<file path="src/rtl/csr_writer_if.sv">
// Stream-in / word-write-out bundle for the CSR encoder.
// The encoder owns the master side: it pulls dense elements and issues memory writes.
interface csr_writer_if #(
  parameter int DW = 32
);
  logic          in_valid;
  logic          in_ready;
  logic [DW-1:0] in_data;
  logic          wr_en;
  logic [DW-1:0] wr_addr;
  logic [DW-1:0] wr_data;

  modport master (
    input  in_valid,
    input  in_data,
    output in_ready,
    output wr_en,
    output wr_addr,
    output wr_data
  );

  modport slave (
    output in_valid,
    output in_data,
    input  in_ready,
    input  wr_en,
    input  wr_addr,
    input  wr_data
  );
endinterface

</file>
<file path="src/rtl/csr_writer.sv">
// Streaming dense-to-CSR encoder: writes values, column indices and row pointers
// as the matrix_base / col_base / row_base image consumed by the HHT control block.
module csr_writer #(
  parameter int N_ROWS = 16,
  parameter int N_COLS = 16,
  parameter int DW     = 32
) (
  input  logic          Clk,
  input  logic          Rst,
  input  logic          start,
  input  logic [DW-1:0] matrix_base,
  input  logic [DW-1:0] col_base,
  input  logic [DW-1:0] row_base,
  csr_writer_if.master  bus,
  output logic          busy,
  output logic          done,
  output logic [DW-1:0] nnz
);

  localparam int            CW       = (N_COLS > 1) ? $clog2(N_COLS) : 1;
  localparam int            RW       = (N_ROWS > 1) ? $clog2(N_ROWS) : 1;
  localparam logic [CW-1:0] COL_LAST = CW'(N_COLS - 1);
  localparam logic [RW-1:0] ROW_LAST = RW'(N_ROWS - 1);
  localparam logic [DW-1:0] ONE      = DW'(1);

  typedef enum logic [2:0] {
    IDLE,
    PTR0,
    ACCEPT,
    WR_VAL,
    WR_COL,
    WR_PTR,
    DONE
  } state_e;

  state_e        state_q, state_d;
  logic [CW-1:0] col_q, col_d;
  logic [RW-1:0] row_q, row_d;
  logic [DW-1:0] nnz_q, nnz_d;
  logic [DW-1:0] mbase_q, mbase_d;
  logic [DW-1:0] cbase_q, cbase_d;
  logic [DW-1:0] rbase_q, rbase_d;
  logic [DW-1:0] vreg_q, vreg_d;

  always_ff @(posedge Clk) begin
    if (Rst) begin
      state_q <= IDLE;
      col_q   <= '0;
      row_q   <= '0;
      nnz_q   <= '0;
      mbase_q <= '0;
      cbase_q <= '0;
      rbase_q <= '0;
    end else begin
      state_q <= state_d;
      col_q   <= col_d;
      row_q   <= row_d;
      nnz_q   <= nnz_d;
      mbase_q <= mbase_d;
      cbase_q <= cbase_d;
      rbase_q <= rbase_d;
    end
  end

  // Value holding register is pure data; it is always written before it is read.
  always_ff @(posedge Clk) begin
    vreg_q <= vreg_d;
  end

  always_comb begin
    state_d      = state_q;
    col_d        = col_q;
    row_d        = row_q;
    nnz_d        = nnz_q;
    mbase_d      = mbase_q;
    cbase_d      = cbase_q;
    rbase_d      = rbase_q;
    vreg_d       = vreg_q;
    bus.in_ready = 1'b0;
    bus.wr_en    = 1'b0;
    bus.wr_addr  = '0;
    bus.wr_data  = '0;
    done         = 1'b0;

    case (state_q)
      IDLE: begin
        if (start) begin
          mbase_d = matrix_base;
          cbase_d = col_base;
          rbase_d = row_base;
          col_d   = '0;
          row_d   = '0;
          nnz_d   = '0;
          state_d = PTR0;
        end
      end

      PTR0: begin
        bus.wr_en   = 1'b1;
        bus.wr_addr = rbase_q;
        bus.wr_data = '0;
        state_d     = ACCEPT;
      end

      ACCEPT: begin
        bus.in_ready = 1'b1;
        if (bus.in_valid) begin
          if (bus.in_data != '0) begin
            vreg_d  = bus.in_data;
            state_d = WR_VAL;
          end else if (col_q != COL_LAST) begin
            col_d = col_q + 1'b1;
          end else begin
            state_d = WR_PTR;
          end
        end
      end

      WR_VAL: begin
        bus.wr_en   = 1'b1;
        bus.wr_addr = mbase_q + nnz_q;
        bus.wr_data = vreg_q;
        state_d     = WR_COL;
      end

      WR_COL: begin
        bus.wr_en   = 1'b1;
        bus.wr_addr = cbase_q + nnz_q;
        bus.wr_data = DW'(col_q);
        nnz_d       = nnz_q + ONE;
        if (col_q == COL_LAST) begin
          state_d = WR_PTR;
        end else begin
          col_d   = col_q + 1'b1;
          state_d = ACCEPT;
        end
      end

      // The row pointer already counts a nonzero written in the WR_COL just before.
      WR_PTR: begin
        bus.wr_en   = 1'b1;
        bus.wr_addr = rbase_q + DW'(row_q) + ONE;
        bus.wr_data = nnz_q;
        col_d       = '0;
        if (row_q == ROW_LAST) begin
          state_d = DONE;
        end else begin
          row_d   = row_q + 1'b1;
          state_d = ACCEPT;
        end
      end

      DONE: begin
        done    = 1'b1;
        state_d = IDLE;
      end

      default: begin
        state_d = IDLE;
      end
    endcase
  end

  assign busy = (state_q != IDLE);
  assign nnz  = nnz_q;

endmodule

</file>
<file path="src/flat_wrapper.sv">
// flat-port wrapper written by rule: the top's interface ports become plain ports
module csr_writer_flat 
#(
  parameter int N_ROWS = 16,
  parameter int N_COLS = 16,
  parameter int DW     = 32
)
  (Clk, Rst, start, matrix_base, col_base, row_base, busy, done, nnz, bus_in_valid, bus_in_data, bus_in_ready, bus_wr_en, bus_wr_addr, bus_wr_data);
  csr_writer_if #(.DW(DW)) bus_i ();
  input  logic Clk;
  input  logic Rst;
  input  logic start;
  input  logic [DW-1:0] matrix_base;
  input  logic [DW-1:0] col_base;
  input  logic [DW-1:0] row_base;
  output logic busy;
  output logic done;
  output logic [DW-1:0] nnz;
  input wire logic [$bits(bus_i.in_valid)-1:0] bus_in_valid;
  input wire logic [$bits(bus_i.in_data)-1:0] bus_in_data;
  output wire logic [$bits(bus_i.in_ready)-1:0] bus_in_ready;
  output wire logic [$bits(bus_i.wr_en)-1:0] bus_wr_en;
  output wire logic [$bits(bus_i.wr_addr)-1:0] bus_wr_addr;
  output wire logic [$bits(bus_i.wr_data)-1:0] bus_wr_data;
  assign bus_i.in_valid = bus_in_valid;
  assign bus_i.in_data = bus_in_data;
  assign bus_in_ready = bus_i.in_ready;
  assign bus_wr_en = bus_i.wr_en;
  assign bus_wr_addr = bus_i.wr_addr;
  assign bus_wr_data = bus_i.wr_data;
  csr_writer #(.N_ROWS(N_ROWS), .N_COLS(N_COLS), .DW(DW)) u_core (.Clk(Clk), .Rst(Rst), .start(start), .matrix_base(matrix_base), .col_base(col_base), .row_base(row_base), .bus(bus_i), .busy(busy), .done(done), .nnz(nnz));
endmodule
</file>
<file path="config.mk">
export PLATFORM = sky130hd
export DESIGN_NAME = csr_writer_flat
export DESIGN_NICKNAME = d
export VERILOG_FILES = /design/src/rtl/csr_writer_if.sv /design/src/rtl/csr_writer.sv /design/src/flat_wrapper.sv
export SDC_FILE = /design/constraint.sdc
export NUM_CORES = 1
export LEC_CHECK = 0
export BUFFER_PORTS_ARGS = -buffer_cell sky130_fd_sc_hd__buf_2
export CORE_MARGIN = 1.5
export CORE_UTILIZATION = 55
export DETAILED_ROUTE_END_ITERATION = 8
export PLACE_DENSITY = 0.8
export SLEW_MARGIN = 20
export SYNTH_ARGS = -nofsm -noshare
export SYNTH_HDL_FRONTEND = slang
export SYNTH_SLANG_ARGS = --single-unit
</file>
<file path="constraint.sdc">
create_clock -name Clk -period 4.75 [get_ports Clk]
set_clock_uncertainty 0.2 [all_clocks]
set_input_delay 0.95 -clock Clk [delete_from_list [all_inputs] [get_ports Clk]]
set_output_delay 0.95 -clock Clk [all_outputs]
set_load 0.1 [all_outputs]
</file>
==> qor.yml, run 1 <==
placement:
  postPlaceCellArea_mm2: 0.0121
  place_inst: 1674
  gp_congestion: 1.10
  port_buffers: 231
  dp_hpwl_mm: 22.8
power_and_ir_drop:
  finalPower_mw: 4.14
  peakVddDrop_uv: 253
  leakage_nw: 5.62
  power.density_mw_per_mm2: 301
global_routing:
  grt_overflow: 0
  first_global_vias: 9620
  grt_max_degree: 110
  antenna_found_initial: 0
  grt_pass1_wl_mm: 50.1
  grt_usage: 0.348
timing:
  max_freq_mhz: 202
  fin_crit_ns: 4.95
  timing.hold.ws_ns: 0.259
  worst_pin_slew_ns: 1.07
  final_max_slew_viol_count: 0
  finalHoldViolations: 0
  postLayoutSetupSlackWorst_ns: -0.205
  finalCritPeriodShare: 1.04
  rsz0062_at_grt: "true"
  fin_setup_tns_ns: -1.72
  relSlewSlack: 0.285
  final-setup-viol-count: 14
yosys:
  syn_nets: 1436
  synth.avg_cell_area_um2: 7.81
  synth_edf_count: 32
  synth_top_area_frac: 0.283
  synth-seq-area-share: 0.381
  synthesis.area_mm2: 0.00984
  synth_area_leaders: "dfxtp_1 28%, nand2_1 13%, edfxtp_1 9.8%"
  yosysTopAreaCell: "dfxtp_1"
  yosysWarnings: 0
  synth-seq-cells: 171
  synth.distinct_cells: 73
  synth-async-reset-ratio: 0
  synth_cells: 1259
  synth-main-ff-cell: "dfxtp_1"
cells_and_area:
  regArea_mm2: 0.00376
  fin_nets: 1690
  drive_gt1_frac: 0.335
  final_area_mm2: 0.0138
  syn_to_final_growth_pct: 39.9
  multi_input_area_mm2: 0.00673
  nFillCells: 1170
  diodes: 0
  final_cells: 1751
worst_setup_path:
  required_ns: 3.60
  cpPeakStageDelay_ns: 0.60
  crit_top_cell: "buf_12"
  crit_arrival_ns: 3.80
  crit_slowest_cell: "a21oi_1"
  crit_path_end_kind: "output pin"
  path_cells: "inv_6, nand2_8, nor2_4, buf_12, buf_12, buf_8, nand2_4, nand2_2, ha_4, a21oi_1, a21oi_1, a21oi_2, buf_4, xor2_4, o22ai_4, buf_12"
  reg2reg_setup_slack_ns: 1.88
  path_buf_inv: 6
  cp_max_fo: 8
  crit_type: "flop to output pin"
  critical-path-top-delay-family: "compound AO/OA/AOI/OAI gates"
  startpoint_type: "flop"
clocking:
  holdBufCountCts: 0
  clk_pin_slew_ns: 0.08
  cts_root_buf: "clkbuf_16"
  insertion_delay_ns: 0.45
  cts_tree: "done"
  htree_num_levels: 4
  cts.sinks: 171
  cts_buffers: 17
  cts_max_path_buffers: 2
worst_hold_path:
  hold_class: "flop to flop"
routing:
  drc: 0
  wire_per_inst_um: 19.9
  first_pass_iters: 7
  antenna_left: 0
  drt_iter0_drc: 966
  vias_per_cell: 6.17
  drt-total-wl_mm: 34.8
  num_vias: 10811
outcome:
  violations: "setup timing"
  status: "complete, but fails checks"
die:
  num_rows: 48
  die_y_um: 137
  die_w_um: 137
  die-area_mm2: 0.0187
  start_util: 0.565
  io_pins: 232
  core_area_mm2: 0.0174
run:
  cap_violations: 0
-- cells in the mapped netlist, types with 10 or more instances --
cell      number
nand2_1      351
a21oi_1      152
dfxtp_1      139
nor2_1        60
clkbuf_1      53
ha_1          43
nand3_1       39
xor2_1        33
edfxtp_1      32
o21ai_0       29
a22o_1        28
o22ai_1       28
xnor2_1       27
inv_1         26
nand4_1       20
a21o_1        15
nor3_1        13
or3_1         12
buf_2         11
and3_1        10
-- area by class of cell --
class                      count  area share
multi-input combinational    992       0.489
tap                          225      0.0204
clock inverter                15      0.0162
sequential                   171       0.273
clock buffer                  17      0.0309
timing repair buffer         303       0.162
inverter                      28     0.00891
-- cells by family (layout without fill, tap and decap cells) --
family / after synthesis / in the layout / synth area share
compound gates: 316 / 316 / 0.200
xor+xnor: 60 / 60 / 0.0534
fa+ha+maj: 45 / 45 / 0.0588
buf+inv: 96 / 363 / 0.0389
flops: 171 / 171 / 0.381
mux: 15 / 15 / 0.0163
simple gates: 556 / 556 / 0.252
-- per-layer routing --
layer  vias up  share of wire  track usage
met5         -              0            0
met4         0          0.050        0.148
met3       159          0.089       0.0841
met2       614           0.49        0.594
met1      5112           0.37        0.418
li1       4926              -            -
-- layout by cell type, fill, tap and decap left out, types with 10 or more instances in the layout --
master       n
dfxtp_1    133
nor3_1      10
a21o_1      15
a22o_1      28
xnor2_1     18
o22ai_2     15
o22ai_4     10
a21oi_1    141
buf_2      201
nand3_1     37
o21ai_0     23
edfxtp_1    32
clkinv_8    10
and3_1      10
a21oi_2     10
nand2_1    322
nor2_1      53
inv_1       25
ha_1        25
or3_1       12
nand4_1     20
xor2_1      26
clkbuf_16   17
buf_12      32
buf_4       60
nand2_2     22
ha_4        16
-- worst register-to-register path: stages (launching register included) --
cell and delay [ns]:
dfxtp_4 0.39, buf_4 0.20, nor3_1 0.44, and2_4 0.92, nor2_1 0.21, o21ai_0 0.25
a21oi_1 0.08
-- report_power, final --
part	total [mW]	switching, mW	internal, mW
combinational	0.994	0.679	0.315
clock	1.49	0.723	0.771
sequential	1.65	0.0787	1.57
total	4.14	1.48	2.66
-- sequential cells by signal (all words and copies together) (netlist names) --
signal          count
u_core.cbase_q     32
u_core.mbase_q     32
u_core.nnz         32
u_core.rbase_q     32
u_core.vreg_q      32
u_core.col_q        4
u_core.row_q        4
u_core.state_q      3
-- through the flow --
step,util,setup slack [ns]
floorplan,-,-0.272
global placement,0.693,0.187
detailed placement,0.693,0.0724
CTS,0.760,-0.0919
global route,0.790,-0.300
finish,0.790,-0.205
-- path summary, 6_finish.rpt --
check / end / start / cells after the start
worst min register to register: u_core.mbase_q[26] / u_core.mbase_q[26] / 2
worst max-delay path: bus_wr_addr[22] / u_core.state_q[1] / 16
worst min-delay path: u_core.mbase_q[26] / u_core.mbase_q[26] / 2
worst max register to register: u_core.nnz[6] / u_core.state_q[2] / 6
-- repair_timing --
item | CTS | global route
gates resized for setup | 55 | 78
pin swaps | 42 | 55
setup endpoints to repair | 17 | 20
buffers inserted | 27 | 17
cloned | 1 | 0
No activity file was read; power rests on OpenSTA's default activity.
==> run 2, diff against run 1 <==
BUFFER_PORTS_ARGS = default   (was -buffer_cell sky130_fd_sc_hd__buf_2)
DONT_BUFFER_PORTS = 1   (was default)
PLACE_DENSITY = 0.69   (was 0.8)
==> qor.yml, run 2 (synthesis gave the netlist of run 1 again) <==
outcome:
  status: "complete, but fails checks"
  violations: "setup timing"
placement:
  port_buffers: 0  # -100%
  postPlaceCellArea_mm2: 0.0116  # -4.0%
  gp_congestion: 1.05  # -4.9%
  dp_hpwl_mm: 22.4  # -1.8%
global_routing:
  use_met1: 0.422  # +0.00417
  grt_usage: 0.344  # -0.00431
  use_met2: 0.575  # -0.0187
  antenna_found_initial: 0  # unchanged
  first_global_vias: 9142  # -5.0%
  grt_pass1_wl_mm: 49.1  # -1.9%
  grtUsageMet3: 0.0848  # +0.000741
  grt_max_degree: 136  # +24%
  grt_overflow: 0  # unchanged
  grt-busiest-layer: "met2"
die:
  start_util: 0.565  # unchanged
  num_rows: 48  # unchanged
  core_area_mm2: 0.0174  # unchanged
  io_pins: 232  # unchanged
  die_w_um: 137  # unchanged
  die_y_um: 137  # unchanged
  die-area_mm2: 0.0187  # unchanged
routing:
  antenna_left: 0  # unchanged
  wire_per_inst_um: 20.5  # +3.1%
  num_vias: 10057  # -7.0%
  drt-total-wl_mm: 33.2  # -4.5%
  drc: 0  # unchanged
  vias_per_cell: 6.20  # +0.49%
  drt_iter0_drc: 861  # -11%
  first_pass_iters: 5  # -2
clocking:
  cts_max_path_buffers: 2  # unchanged
  cts.sinks: 171  # unchanged
  insertion_delay_ns: 0.44  # about the same
  htree_num_levels: 4  # unchanged
  cts_tree: "done"
  cts_buffers: 17  # unchanged
  cts_root_buf: "clkbuf_16"
  clk_pin_slew_ns: 0.07  # about the same
timing:
  rsz0062_at_grt: "true"
  final_max_slew_viol_count: 0  # unchanged
  relSlewSlack: 0.271  # -0.0142
  final-setup-viol-count: 8  # -6
  fin_crit_ns: 4.86  # -0.0926 ns
  worst_pin_slew_ns: 1.09  # +0.0212 ns
  finalCritPeriodShare: 1.02  # -0.0195
  postLayoutSetupSlackWorst_ns: -0.112  # +0.0926 ns
  max_freq_mhz: 206  # +1.9%
  finalHoldViolations: 0  # unchanged
cells_and_area:
  fin_nets: 1560  # -7.7%
  diodes: 0  # unchanged
  final_area_mm2: 0.0133  # -3.5%
  final_cell_mix: "321 x nand2_1, 140 x a21oi_1, 133 x buf_4, 133 x dfxtp_1, 54 x nor2_1"
  layout_commonest_cell: "nand2_1"
  drive_gt1_frac: 0.277  # -0.0584
  syn_to_final_growth_pct: 35.0
  utilization: 0.763  # -0.0279
  nFillCells: 1243  # +6.2%
worst_setup_path:
  crit_arrival_ns: 3.71  # -0.09 ns
  startpoint_type: "flop"
  cp_max_fo: 7  # -1
  crit_slowest_cell: "dfxtp_4"
  required_ns: 3.60  # about the same
  crit_top_cell: "buf_12"
  crit_path_end_kind: "output pin"
  cpPeakStageDelay_ns: 0.37  # -0.23 ns
  crit_type: "flop to output pin"
  path_cells: "inv_8, nand2_8, nor2_4, buf_12, buf_12, nand2_2, nand2_2, ha_4, buf_6, buf_4, inv_2, o21bai_1, a21oi_1, o21ai_2, o21ai_2, a31oi_4, a221oi_2, xor2_1, o22ai_4, buf_12"
worst_hold_path:
  hold_class: "flop to flop"
power_and_ir_drop:
  leakage_nw: 5.07  # -9.9%
  finalPower_mw: 4.01  # -3.1%
  peakVddDrop_uv: 324  # +28%
  power.density_mw_per_mm2: 302  # +0.48%
run:
  cap_violations: 0  # unchanged
[run 2: cell count changes in the layout (fill, tap and decap cells not counted), moves of 4 or more]
cell	previous run	this run
o21ai_2	6	14
buf_2	201	0
nand2_4	8	13
buf_6	8	3
xor2_1	26	30
inv_8	1	6
buf_4	60	133
nand2_2	22	18
clkinv_8	10	6
[run 2: path summary, 6_finish.rpt]
kind              depth (start not counted)          startpoint                 end  slack [ns]
setup / recovery                         20   u_core.state_q[1]     bus_wr_addr[29]       -0.11
hold / removal                            2  u_core.mbase_q[28]  u_core.mbase_q[28]        0.26
setup reg to reg                         10       u_core.nnz[0]      u_core.nnz[30]        1.88
hold reg to reg                           2  u_core.mbase_q[28]  u_core.mbase_q[28]        0.26
[run 2: power breakdown]
part           internal [mW]  switching [mW]
Sequential              1.57          0.0823
Combinational          0.289           0.632
Clock                  0.719           0.718
Total                   2.58            1.43
[run 2: critical path: cells and delay by family, from the launching register on]
kind,cells,cell delay [ns]
AOI/OAI and AO/OA,7,1.25
buffers and inverters,7,0.87
DFF,1,0.37
and+or+nand+nor,4,0.30
xor gates and xnor gates,1,0.29
adders and majority gates,1,0.22
[run 2: final cells by class]
| cell class | count | area (um2) | share of cell area |
|---|---|---|---|
| well taps | 225 | 282 | 0.0212 |
| clock inverters | 15 | 188 | 0.0141 |
| inverters | 28 | 128 | 0.00961 |
| multi-input cells | 992 | 6700 | 0.505 |
| clock buffers | 17 | 425 | 0.0320 |
| repair buffers | 173 | 1800 | 0.135 |
| flip-flops and latches | 171 | 3760 | 0.283 |
[run 2: repair_timing]
item	CTS	global route
endpoints found under the setup margin	19	19
gates resized for setup	65	61
cloned	3	0
hold buffers	0	0
pin swaps	52	49
setup buffers	35	22
[run 2: metal layers]
metal,vias up,part of all wire
li1,4665,-
met1,4763,0.39
met2,510,0.49
met3,119,0.082
met4,0,0.043
met5,-,0
[run 2: through the flow]
stage	setup WS, ns	hold slack (ns)	TNS, ns	instances
detailed placement	0.110	0.240	0	1531
global route	-0.215	0.269	-1.98	1621
finish	-0.112	0.257	-0.486	1621
floorplan	-0.272	0.236	-0.341	1259
global placement	0.207	0.238	0	1531
CTS	-0.00260	0.251	-0.00260	1600
==> run 3, diff against run 2 <==
CORE_UTILIZATION = 35   (was 55)
PLACE_DENSITY = 0.48   (was 0.69)
==> qor.yml, run 3 (synthesis gave the netlist of run 1 again) <==
cells_and_area:
  final_cell_mix: "324 x nand2_1, 143 x a21oi_1, 133 x dfxtp_1"
  fin_nets: 1544  # -1.0%
  drive_gt1_frac: 0.258  # -0.0185
  syn_to_final_growth_pct: 34.0
  layout_commonest_cell: "nand2_1"
  diodes: 0  # unchanged
routing:
  vias_per_cell: 5.34  # -14%
  drc: 0  # unchanged
  first_pass_iters: 5  # unchanged
  antenna_left: 0  # unchanged
  wire_per_inst_um: 19.5  # -5.0%
  num_vias: 9379  # -6.7%
  drt-total-wl_mm: 34.2  # +3.0%
  drt_iter0_drc: 611  # -29%
clocking:
  insertion_delay_ns: 0.43  # about the same
  cts_tree: "done"
  cts_root_buf: "clkbuf_16"
  cts.sinks: 171  # unchanged
  clk_pin_slew_ns: 0.07  # about the same
  cts_buffers: 17  # unchanged
  holdBufCountCts: 0  # unchanged
  cts_max_path_buffers: 2  # unchanged
  htree_num_levels: 4  # unchanged
global_routing:
  grt_overflow: 0  # unchanged
  grt_pass1_wl_mm: 51.5  # +4.9%
  grt_max_degree: 136  # unchanged
  first_global_vias: 8818  # -3.5%
  grt_usage: 0.234  # -0.110
  antenna_found_initial: 0  # unchanged
die:
  num_rows: 61  # +27%
  die_y_um: 171  # +25%
  die-area_mm2: 0.0291  # +56%
  start_util: 0.355  # -0.210
  die_w_um: 171  # +25%
  core_area_mm2: 0.0277  # +59%
  io_pins: 232  # unchanged
run:
  cap_violations: 0  # unchanged
timing:
  finalHoldViolations: 0  # unchanged
  final_max_slew_viol_count: 0  # unchanged
  postLayoutSetupSlackWorst_ns: -0.0542  # +0.0580 ns
  final-setup-viol-count: 7  # -1
  fin_crit_ns: 4.80  # -0.0580 ns
  finalCritPeriodShare: 1.01  # -0.0122
  timing.hold.ws_ns: 0.258  # +0.000693 ns
  relSlewSlack: 0.264  # -0.00723
  max_freq_mhz: 208  # +1.2%
  rsz0062_at_grt: "true"
  worst_pin_slew_ns: 1.10  # +0.0108 ns
  fin_setup_tns_ns: -0.154  # +0.332 ns
power_and_ir_drop:
  combPwrFrac: 0.231  # +0.002
  power.density_mw_per_mm2: 299  # -1.2%
  p_clk_frac: 0.349  # -0.009
  internal-power_mw: 2.55  # -1.3%
  p_seq_frac: 0.419  # +0.006
  finalPower_mw: 3.94  # -1.9%
  peakVddDrop_uv: 154  # -52%
  sw_frac_of_total: 0.352  # -0.00423
  switchingPower_mw: 1.39  # -3.1%
  leakage_nw: 4.90  # -3.3%
worst_setup_path:
  crit_type: "flop to output pin"
  startpoint_type: "flop"
  timing.rr.start: "u_core.state_q[2]"
  crit_slowest_cell: "ha_2"
  required_ns: 3.60  # about the same
  path_cells: "clkinv_4, nand3_4, buf_12, buf_4, nand2_1, nand2_1, ha_2, nand4_1, nor3_2, a211oi_2, a21o_1, a311oi_2, a21oi_1, xnor2_1, o22ai_2, buf_12"
  cpPeakStageDelay_ns: 0.42  # +0.05 ns
  reg2reg_setup_slack_ns: 1.79  # -0.09 ns
  crit_path_end_kind: "output pin"
  startpoint: "u_core.state_q[1]"
  crit_arrival_ns: 3.65  # -0.06 ns
  cp_max_fo: 6  # -1
worst_hold_path:
  hold_class: "flop to flop"
  worstHoldStart: "u_core.cbase_q[3]"
outcome:
  status: "complete, but fails checks"
  violations: "setup timing"
placement:
  dp_hpwl_mm: 25.4  # +13%
  gp_congestion: 0.914  # -13%
  port_buffers: 0  # unchanged
[run 3: path summary, 6_finish.rpt]
check                           end  depth (start not counted)
setup reg to reg  u_core.mbase_q[2]                          7
hold reg to reg   u_core.cbase_q[3]                          2
hold / removal    u_core.cbase_q[3]                          2
setup / recovery    bus_wr_addr[28]                         16
[run 3: what timing repair did]
| action | CTS | global route |
|---|---|---|
| resized for setup | 44 | 61 |
| endpoints found under the setup margin | 17 | 19 |
| gates cloned | 1 | 0 |
| pin swaps | 28 | 62 |
| setup buffers | 17 | 14 |
[run 3: per-stage QoR]
step	cell area [um2]	instances	setup slack, ns	util
global route	13200	1758	-0.225	0.476
CTS	12800	1746	-0.0166	0.463
finish	13200	1758	-0.0542	0.476
global placement	11900	1697	0.184	0.429
floorplan	10300	1259	-0.272	-
detailed placement	11900	1697	0.101	0.429
[run 3: area by class of cell]
| type | instances | area, um2 |
|---|---|---|
| Clock buffer | 19 | 433 |
| Clock inverter | 13 | 125 |
| Fill cell | 2688 | 14500 |
| Inverter | 28 | 123 |
| Multi-Input combinational cell | 992 | 6630 |
| Sequential cell | 171 | 3760 |
| Tap cell | 378 | 473 |
| Timing Repair Buffer | 157 | 1650 |
[run 3: worst max-delay path: cells and delay by family (launching register included)]
kind	cells	cell delay, ns
and+or+nand+nor	5	0.64
DFF	1	0.34
xor gates and xnor gates	1	0.28
AOI/OAI and AO/OA	5	0.92
buffers and inverters	4	0.61
adders and majority gates	1	0.42
[run 3: power groups by stage]
stage	logic, mW	registers, mW	clock network [mW]
after floorplan	0.661	1.66	0
after global placement	0.867	1.68	0
after detailed placement	0.871	1.68	0
after CTS	0.891	1.65	1.41
after global routing	0.979	1.66	1.46
final	0.912	1.65	1.38
[run 3: metal layers]
metal / share of wire / GRT usage / vias to the layer above
met5: 0 / 0 / -
met4: 0.021 / 0.0708 / 0
met3: 0.058 / 0.0440 / 38
met2: 0.49 / 0.404 / 270
met1: 0.43 / 0.295 / 4439
li1: - / - / 4632
